File: config.mk
export PLATFORM = sky130hd
export DESIGN_NAME = tick_sched_flat
export DESIGN_NICKNAME = d
export VERILOG_FILES = /design/src/rtl/tick_sched_pkg.sv /design/src/rtl/tick_sched_if.sv /design/src/rtl/tick_sched_mod_cnt.sv /design/src/rtl/tick_sched.sv /design/src/flat_wrapper.sv
export SDC_FILE = /design/constraint.sdc
export NUM_CORES = 1
export LEC_CHECK = 0
export CORE_AREA = 2 2 84 102
export CTS_CLUSTER_SIZE = 12
export DETAILED_ROUTE_END_ITERATION = 7
export DIE_AREA = 0 0 86 104
export SYNTH_ARGS = -nofsm -noshare
export SYNTH_HDL_FRONTEND = slang
export SYNTH_HIERARCHICAL = 1
export SYNTH_SLANG_ARGS = --single-unit
export TNS_END_PERCENT = 100
File: constraint.sdc
create_clock -name clk_in -period 2.9 [get_ports clk_in]
set_input_delay 0.435 -clock clk_in [delete_from_list [all_inputs] [get_ports clk_in]]
set_output_delay 0.435 -clock clk_in [all_outputs]
set_load 0.01 [all_outputs]
File: src/rtl/tick_sched_pkg.sv
// Shared beep-state encoding, beep length width and counter sizing helper for the tick scheduler.
package tick_pkg;

  localparam int BEEP_W = 10;

  typedef enum logic [1:0] {
    IDLE  = 2'd0,
    ALIGN = 2'd1,
    BEEP  = 2'd2
  } beep_st_e;

  // Bits needed to represent every value 0..n-1, never fewer than one.
  function automatic int cnt_w(input int n);
    return (n <= 2) ? 1 : $clog2(n);
  endfunction

endpackage

File: src/rtl/tick_sched_if.sv
// Beep timer request/ack bundle; master is the requester, slave is the scheduler.
// No backpressure beyond the handshake: the requester holds beep_req and beep_len until beep_ack.
interface tick_sched_if;

  logic                       beep_req;
  logic [tick_pkg::BEEP_W-1:0] beep_len;
  logic                       beep_ack;
  logic                       beep_busy;
  logic                       beep_out;

  modport master (
    output beep_req, beep_len,
    input  beep_ack, beep_busy, beep_out
  );

  modport slave (
    input  beep_req, beep_len,
    output beep_ack, beep_busy, beep_out
  );

endinterface

File: src/rtl/tick_sched_mod_cnt.sv
// Modulo counter with enable, sync clear and runtime modulus; wrap is a registered pulse one cycle
// after the advance that rolls over. No backpressure: advances whenever en is high.
module mod_cnt #(
  parameter int W = 4
) (
  input  logic         clk_in,
  input  logic         rst,
  input  logic         clr,
  input  logic         en,
  input  logic [W-1:0] modulus,
  output logic [W-1:0] cnt,
  output logic         wrap
);

  logic last;

  // >= rather than == so a modulus that shrinks below the count rolls over on the next advance.
  assign last = (cnt >= (modulus - W'(1)));

  always_ff @(posedge clk_in) begin
    if (rst || clr) begin
      cnt  <= '0;
      wrap <= 1'b0;
    end else begin
      wrap <= en && last;
      if (en) begin
        cnt <= last ? '0 : cnt + W'(1);
      end
    end
  end

endmodule

File: src/rtl/tick_sched.sv
// Millisecond/second clock-enable scheduler with run/pause, phase clear, fast mode and a beep timer.
// All outputs registered (one cycle); beep requests are refused (no ack) until the FSM is back in IDLE.
module tick_sched
  import tick_pkg::*;
#(
  parameter int CLK_HZ  = 1_000_000,
  parameter int SEC_MS  = 1000,
  parameter int FAST_MS = 125
) (
  input  logic       clk_in,
  input  logic       rst,
  input  logic       run,
  input  logic       clr,
  input  logic       fast,
  output logic       tick_ms,
  output logic       tick_sec,
  output logic       sq_1hz,
  tick_sched_if.slave beep
);

  localparam int PRE_DIV = CLK_HZ / 1000;
  localparam int PW      = cnt_w(PRE_DIV + 1);
  localparam int MW      = cnt_w(SEC_MS + 1);
  localparam logic [PW-1:0] PRE_MOD = PW'(PRE_DIV);

  logic [PW-1:0] pre;
  logic          pre_at_max;
  logic [MW-1:0] ms_cnt;
  logic [MW-1:0] period;

  assign period = fast ? MW'(FAST_MS) : MW'(SEC_MS);
  // The seconds stage advances on the same edge that registers tick_ms, so tick_sec lines up with it.
  assign pre_at_max = (pre == (PRE_MOD - PW'(1)));

  mod_cnt #(.W(PW)) u_pre (
    .clk_in  (clk_in),
    .rst     (rst),
    .clr     (clr),
    .en      (1'b1),
    .modulus (PRE_MOD),
    .cnt     (pre),
    .wrap    (tick_ms)
  );

  mod_cnt #(.W(MW)) u_sec (
    .clk_in  (clk_in),
    .rst     (rst),
    .clr     (clr),
    .en      (pre_at_max && run),
    .modulus (period),
    .cnt     (ms_cnt),
    .wrap    (tick_sec)
  );

  always_ff @(posedge clk_in) begin
    if (rst || clr) begin
      sq_1hz <= 1'b0;
    end else begin
      sq_1hz <= (ms_cnt >= (period >> 1));
    end
  end

  beep_st_e          state, state_nxt;
  logic [BEEP_W-1:0] rem, rem_nxt;
  logic              ack_nxt;
  logic              ack_q, busy_q, out_q;

  always_comb begin
    state_nxt = state;
    rem_nxt   = rem;
    ack_nxt   = 1'b0;
    unique case (state)
      IDLE: begin
        if (beep.beep_req) begin
          ack_nxt = 1'b1;
          rem_nxt = beep.beep_len;
          if (beep.beep_len != '0) begin
            state_nxt = ALIGN;
          end
        end
      end
      ALIGN: begin
        if (tick_ms) begin
          state_nxt = BEEP;
        end
      end
      BEEP: begin
        if (tick_ms) begin
          rem_nxt = rem - BEEP_W'(1);
          if (rem == BEEP_W'(1)) begin
            state_nxt = IDLE;
          end
        end
      end
      default: state_nxt = IDLE;
    endcase
  end

  always_ff @(posedge clk_in) begin
    if (rst) begin
      state  <= IDLE;
      rem    <= '0;
      ack_q  <= 1'b0;
      busy_q <= 1'b0;
      out_q  <= 1'b0;
    end else begin
      state  <= state_nxt;
      rem    <= rem_nxt;
      ack_q  <= ack_nxt;
      busy_q <= (state != IDLE);
      out_q  <= (state_nxt == BEEP);
    end
  end

  assign beep.beep_ack  = ack_q;
  assign beep.beep_busy = busy_q;
  assign beep.beep_out  = out_q;

endmodule

File: src/flat_wrapper.sv
// flat-port wrapper written by rule: the top's interface ports become plain ports
module tick_sched_flat import tick_pkg::*;
#(
  parameter int CLK_HZ  = 1_000_000,
  parameter int SEC_MS  = 1000,
  parameter int FAST_MS = 125
)
  (clk_in, rst, run, clr, fast, tick_ms, tick_sec, sq_1hz, beep_beep_req, beep_beep_len, beep_beep_ack, beep_beep_busy, beep_beep_out);
  tick_sched_if beep_i ();
  input  logic clk_in;
  input  logic rst;
  input  logic run;
  input  logic clr;
  input  logic fast;
  output logic tick_ms;
  output logic tick_sec;
  output logic sq_1hz;
  input wire logic [$bits(beep_i.beep_req)-1:0] beep_beep_req;
  input wire logic [$bits(beep_i.beep_len)-1:0] beep_beep_len;
  output wire logic [$bits(beep_i.beep_ack)-1:0] beep_beep_ack;
  output wire logic [$bits(beep_i.beep_busy)-1:0] beep_beep_busy;
  output wire logic [$bits(beep_i.beep_out)-1:0] beep_beep_out;
  assign beep_i.beep_req = beep_beep_req;
  assign beep_i.beep_len = beep_beep_len;
  assign beep_beep_ack = beep_i.beep_ack;
  assign beep_beep_busy = beep_i.beep_busy;
  assign beep_beep_out = beep_i.beep_out;
  tick_sched #(.CLK_HZ(CLK_HZ), .SEC_MS(SEC_MS), .FAST_MS(FAST_MS)) u_core (.clk_in(clk_in), .rst(rst), .run(run), .clr(clr), .fast(fast), .tick_ms(tick_ms), .tick_sec(tick_sec), .sq_1hz(sq_1hz), .beep(beep_i));
endmodule
# Yosys cells after proc, flatten, opt, wreduce, memory -nomap -nowiden
# Index checks and enable logic that the tools add are counted.
# W data, S select, Z words.
[word_totals]
elab_cells = 47
inputBits = 16
ff_bits = 38
out_inout_bits = 6
[classes]
n_addsub = 4
magnitude_cmp = 3
n_eq_ne = 7
n_bitwise = 1
mux = 12
n_reduce_logical = 10
[op_table]
columns = ["cell", "count"]
rows = [
  ["$mux W10", 4],
  ["$add A10 B1 Y10 const B", 2],
  ["$pmux W10 S2", 1],
  ["$sub A10 B1 Y10 const B", 2],
  ["$eq A10 B1 Y1 const B", 1],
  ["$eq A10 B10 Y1 const B", 1],
  ["$ge A10 B10 Y1", 1],
  ["$ge A10 B10 Y1 const B", 1],
  ["$ge A10 B9 Y1", 1],
  ["$mux W2", 5],
  ["$reduce_bool A10 Y1", 1],
  ["$pmux W2 S3", 1],
  ["$eq A2 B2 Y1 const B", 2],
  ["$ne A2 B2 Y1 const B", 2],
  ["$reduce_bool A2 Y1", 2],
  ["$reduce_or A2 Y1", 2],
  ["$reduce_and A3 Y1", 1],
  ["$eq A2 B1 Y1 const B", 1],
  ["$logic_and A1 B1 Y1", 2],
  ["$logic_not A2 Y1", 1],
  ["$logic_or A1 B1 Y1", 1],
  ["$mux W1", 1],
  ["$not A1 Y1", 1],
]

# Logic depth before layout (Yosys ltp)
# Gate-level depths: netlist of the first run.
[depth]
depth_word = 5
mapped_depth = 11
mapped_depth_nobuf = 11

# Cells and area by module
# Netlist of the first run, hierarchy kept.
[modules_own_cells]
columns = ["mod", "cells_per_inst", "n_inst", "area_per_inst_um2"]
rows = [
  ["mod_cnt", 97, 2, 837.1],
  ["tick_sched", 133, 1, 1038.5],
]

# Least setup slack after synthesis of the first run
# Ideal clock, no wire load.
[synth_timing]
path_type = "input port to flip-flop"
start = "in fast"
end = "reg u_core.u_sec.cnt[2]"
t_arrival_ps = 2228
setup_ps = 88
path_slack_ps = 583
stages = 8
cell_sequence = "nor3_1 xnor2_1 ha_1 and3_4 o311a_1 a311oi_2 nand3b_1 a311oi_2"
[synth_between]
elab_chain_len = 4
[synth_rtl]
columns = ["element", "line", "source"]
rows = [
  ["start: declaration", "flat_wrapper.sv:14", "input logic fast;"],
  ["$mux W10", "tick_sched.sv:31", "assign period = fast ? MW'(FAST_MS) : MW'(SEC_MS);"],
  ["$sub A10 B1 Y10", "tick_sched_mod_cnt.sv:18", "assign last = (cnt >= (modulus - W'(1)));"],
  ["$ge A10 B10 Y1", "tick_sched_mod_cnt.sv:18", ""],
  ["$mux W10", "tick_sched_mod_cnt.sv:27", "cnt <= last ? '0 : cnt + W'(1);"],
  ["end signal: assignment", "tick_sched_mod_cnt.sv:27", ""],
  ["end: declaration", "tick_sched_mod_cnt.sv:11", "output logic [W-1:0] cnt,"],
]
# Every way passes these cells.
# A chain may end at the register's enable or synchronous reset.

# Worst setup path in the final report of the first run
# Same ends and word-level chain as after synthesis.

==> out/metrics.yaml, run 1 <==
synthArstFlopShare_pct: 0
fmax_mhz: 382
post-place-ws_ps: -19.5
n_antenna_cell: 0
synth_edf_count: 0
final_cell_area_um2: 3330
yosys.area.top_type: "dfxtp_1"
grt_pass1_wl_um: 10400
worstPathRequired_ps: 3100
tns_ps: 0
min_from: "u_core/rem[8]"
antenna_found_initial: 0
seqCellArea_um2: 761
pwr-share-comb_pct: 16.7
netlist_area_um2: 2710
drt_iter0_markers: 89
grt_overflow_total: 0
ff2ff_path_depth: 6
fillCellCount: 816
relSlewSlack_pct: 44.7
wl_per_cell_um: 11.8
leakage_nw: 1.35
cp_max_fo: 6
hpwl_um: 4600
num_rows: 36
die-area_um2: 8940
cts.sinks: 38
r2r_slack_ps: 750
grt_start_max_net_pins: 17
drc_errors: 0
cts_tree: "built"
switching_power_uw: 305
ys_seq_area_share_pct: 28.0
final_cell_mix: "conb_1, dfxtp_1, nor2_1, ha_1"
gp_congestion: 0.771
vias: 2447
status: "finished, final reports clean"
layout_commonest_cell: "conb_1"
critical_path_class: "input port to flip-flop"
reg2reg_to: "u_core/u_pre/cnt[2]"
min_period_ps: 2620
avgSynthCellArea_um2: 8.30
cp-end-kind: "flip-flop"
start_util_pct: 34.0
fin_skew_ps: 6.42
grt_usage_pct: 13.9
period_share_pct: 90.2
maxCapViolations: 0
root_buffer: "clkbuf_8"
post_cts_buffers: 0
die_h_um: 104
wl_um: 5850
synth_top_cell_area_share_pct: 28.0
die_w_um: 86
routed_via_density: 4.93
io_buffers: 21
synth_ff_type: "dfxtp_1"
start_kind: "input port"
switching_share_pct: 27.2
rr_startpoint: "u_core/u_pre/cnt[4]"
pwr-share-clk_pct: 33.7
p_seq_share_pct: 49.6
final_nets: 447
tightestPinTransition_ps: 818
vdd_drop_max_mv: 0.177
setup_viol: 0
drt_first_pass_iters: 6
hold_class: "flip-flop to flip-flop"
holdBufCountCts: 0
clockBufferDepth: 2
path_clk_slew_ps: 80
hold_viol: 0
place_area_um2: 3240
grt_setup_unrepaired: "no"
hold_end: "u_core/rem[8]"
insertion_delay_ps: 290
area_delta_synth_final_pct: 22.8
total_power_mw: 1.12
numCtsBuffers: 5
io_pins: 22
drive_gt1_share_pct: 6.23
ys_seq_elements: 38
p_per_area_nw_per_um2: 336
min_path_cells: 2
cts_max_level: 2
yosys_warnings: 6
finalWorstSetupSlack_ps: 283
netlist_instances: 327
ctsResizeCount: 0
intPower_uw: 815
design.core.area_um2: 7970
hold_slack_ps: 489
slew_violations: 0
grt_pass1_vias: 2369
detail-route-antenna-nets: 0
multi_input_area_um2: 2010
crit_arrival_ps: 2820
yosysUniqueCellTypes: 50
synth.area.top_cells: "dfxtp_1, ha_1, xor2_1"
## power by group through the flow
stage          Clock [mW]  Sequential [mW]  Combinational (mW)
6_report            0.378            0.555               0.187
5_1_grt             0.413            0.557               0.214
2_1_floorplan           0            0.558               0.128
3_3_place_gp            0            0.566               0.182
4_1_cts             0.391            0.554               0.186
3_5_place_dp            0            0.567               0.184
## state kept, by name (all words and copies together) (netlist names)
name,count
u_core/u_pre/wrap,1
u_core/rem,10
u_core/u_sec/cnt,10
u_core/u_pre/cnt,10
u_core/u_sec/wrap,1
u_core/beep.beep_busy,1
u_core/beep.beep_out,1
u_core/sq_1hz,1
u_core/state,2
u_core/beep.beep_ack,1
## cells in the mapped netlist (5+ instances only)
cell,count
a21oi_1,20
and2_1,5
dfxtp_1,38
ha_1,31
inv_1,18
nand2_1,21
nand2b_1,7
nand3_1,7
nand4_1,10
nor2_1,33
nor3_1,10
nor4_1,7
nor4b_1,5
o21ai_0,13
or3_1,5
xnor2_1,12
xor2_1,18
## routing by layer
layer  GRT usage (%)  routed length (um)  part of all wire [%]
met2            23.5                2860                    49
met5               0                   0                     0
met1            17.1                2680                    46
met4            4.76                  29                  0.50
met3            3.33                 272                   4.7
## critical path, cell delays in order
cell             delay [ps]
clkdlybuf4s50_1         500
nor3_1                  260
xnor2_1                 140
ha_1                    260
and3_4                  170
o311a_1                 320
a311oi_2                320
nand4b_1                160
a311oi_2                240
## worst max path at each step
stage                     from                  end  slack, ps  depth (start not counted)
final                     fast  u_core/u_sec/cnt[2]        280                          9
after floorplan           fast  u_core/u_sec/cnt[2]        580                          8
after global routing      fast  u_core/u_sec/cnt[1]         60                         11
after global placement    fast  u_core/u_sec/cnt[2]         40                          9
after detailed placement  fast  u_core/u_sec/cnt[2]        -20                         10
after CTS                 fast  u_core/u_sec/cnt[2]        280                         10
## layout make-up
| class | instances | share of cell area [%] |
|---|---|---|
| clock inverter | 1 | 0.150 |
| tap | 95 | 3.57 |
| inverter | 18 | 2.03 |
| sequential | 38 | 22.8 |
| timing repair buffer | 30 | 8.34 |
| multi-input combinational | 307 | 60.5 |
| clock buffer | 7 | 2.59 |
## cell families after synthesis
logic type      count (synthesis)  synth area share (%)
compound gates                 64                  16.3
other cells                     2                 0.277
buf+inv                        26                  3.78
simple gates                  134                  26.8
flops                          38                  28.0
xor+xnor                       30                  9.69
fa+ha+maj                      31                  14.3
mux                             2                 0.784
## stage by stage
stage	cells	utilization [%]
after floorplan	371	-
after global placement	488	40.6
after detailed placement	488	40.6
after CTS	496	41.8
after global routing	496	41.8
final	496	41.8
Power figures use the tool's default switching activity.
==> run 2: changes to the inputs <==
RECOVER_POWER = 100   (was default)
==> out/metrics.yaml, run 2 (synthesis results as in run 1) <==
root_buffer: "clkbuf_8"
hpwl_um: 4600  # unchanged
num_rows: 36  # unchanged
vias: 2468  # +0.86%
grt_overflow_total: 0  # unchanged
leakage_nw: 1.36  # +0.71%
slew_violations: 0  # unchanged
numCtsBuffers: 5  # unchanged
crit_arrival_ps: 2890  # +70 ps
insertion_delay_ps: 290  # about the same
cp_slowest_cell: "clkdlybuf4s50_1"
die-area_um2: 8940  # unchanged
total_power_mw: 1.12  # -0.28%
start_util_pct: 34.0  # unchanged
cts_tree: "built"
met1_length_um: 2670  # -0.37%
setup_viol: 0  # unchanged
relSlewSlack_pct: 42.6  # -2.1 points
fin_skew_ps: 6.68  # +0.261 ps
area_delta_synth_final_pct: 21.8
drc_errors: 0  # unchanged
min_period_ps: 2670  # +50.6 ps
status: "finished, final reports clean"
grt_start_max_net_pins: 17  # unchanged
routed_via_density: 4.98  # +0.86%
critical_path_class: "input port to flip-flop"
design.core.area_um2: 7970  # unchanged
p_per_area_nw_per_um2: 338  # +0.55%
maxCapViolations: 0  # unchanged
drt_first_pass_iters: 6  # unchanged
period_share_pct: 92.0  # +1.7 points
drt_iter0_markers: 92  # +3.4%
ctsResizeCount: 0  # unchanged
wl_um: 5860  # +0.27%
dr_wl_met2_um: 2870  # +0.42%
clockBufferDepth: 2  # unchanged
drive_gt1_share_pct: 4.99  # -1.2 points
io_pins: 22  # unchanged
gp_congestion: 0.771  # unchanged
tightestPinTransition_ps: 849  # +30.8 ps
grt_usage_pct: 13.9  # unchanged
cp_max_fo: 7  # +1
n_antenna_cell: 0  # unchanged
cp-end-kind: "flip-flop"
holdBufCountCts: 0  # unchanged
io_buffers: 21  # unchanged
start_kind: "input port"
die_h_um: 104  # unchanged
cts.sinks: 38  # unchanged
path_delay_family: "compound AO/OA/AOI/OAI gates"
post-place-ws_ps: -19.5  # unchanged
antenna_found_initial: 0  # unchanged
cp_num_buf_inv: 2  # +1
fmax_mhz: 375  # -1.9%
vdd_drop_max_mv: 0.177  # about the same
slowest_delay_ps: 500  # about the same
worstPathRequired_ps: 3120  # +20 ps
post_cts_buffers: 0  # unchanged
cts_max_level: 2  # unchanged
finalWorstSetupSlack_ps: 232  # -50.6 ps
grt_pass1_vias: 2369  # unchanged
worstPathCellList: "clkdlybuf4s50_1, nor3_1, xnor2_1, ha_1, and3_2, o311a_1, a311oi_2, o21ai_0, clkbuf_1, nor2_1"
hold_class: "flip-flop to flip-flop"
met3_length_um: 288  # +5.9%
wl_per_cell_um: 11.8  # +0.27%
layout_commonest_cell: "conb_1"
die_w_um: 86  # unchanged
final_cell_mix: "conb_1, dfxtp_1, nor2_1, ha_1, nand2_1"
hold_viol: 0  # unchanged
hold_slack_ps: 491  # +1.84 ps
grt_setup_unrepaired: "no"
highest_layer: "met4"
fillCellCount: 815  # -0.12%
detail-route-antenna-nets: 0  # unchanged
reg_top3: "u_core/rem (10), u_core/u_pre/cnt (10), u_core/u_sec/cnt (10)"
final_nets: 447  # unchanged
grt_pass1_wl_um: 10400  # unchanged
path_clk_slew_ps: 80  # about the same
run 2: area by class of cell:
class	instances	area (um2)	area share (%)
Clock inverter	1	5.00	0.152
Inverter	18	67.6	2.05
Multi-Input combinational cell	307	2000	60.5
Sequential cell	38	761	23.0
Clock buffer	7	86.3	2.61
Timing Repair Buffer	30	267	8.07
Tap cell	95	119	3.60
run 2: worst paths after layout:
check                            from                   to  slack [ps]  cells past startpoint
setup / recovery                 fast  u_core/u_sec/cnt[7]         230                     10
hold reg to reg         u_core/rem[8]        u_core/rem[8]         490                      2
hold / removal          u_core/rem[8]        u_core/rem[8]         490                      2
setup reg to reg  u_core/u_pre/cnt[4]  u_core/u_pre/cnt[6]         490                      6
run 2: power by group:
part	internal [mW]	switching [mW]	total (mW)
Combinational	0.0845	0.0997	0.184
Sequential	0.536	0.0188	0.555
Clock	0.192	0.186	0.378
Total	0.813	0.304	1.12
run 2: routing by layer:
| metal | vias up | GRT usage, % |
|---|---|---|
| met5 | - | 0 |
| met4 | 0 | 4.76 |
| met3 | 2 | 3.33 |
| met2 | 53 | 23.5 |
| met1 | 1126 | 17.1 |
| li1 | 1287 | - |
run 2: worst min-delay path, delay by kind of cell, from the launching register on:
| family | cells | cell delay [ps] |
|---|---|---|
| compound gates | 2 | 130 |
| flops | 1 | 320 |
run 2: per-stage QoR:
step	cells	TNS, ps	utilization [%]	area, um2
finish	496	0	41.4	3300
global route	496	0	41.4	3300
CTS	496	0	41.8	3330
detailed placement	488	-19.5	40.6	3240
global placement	488	0	40.6	3240
floorplan	371	0	-	2880
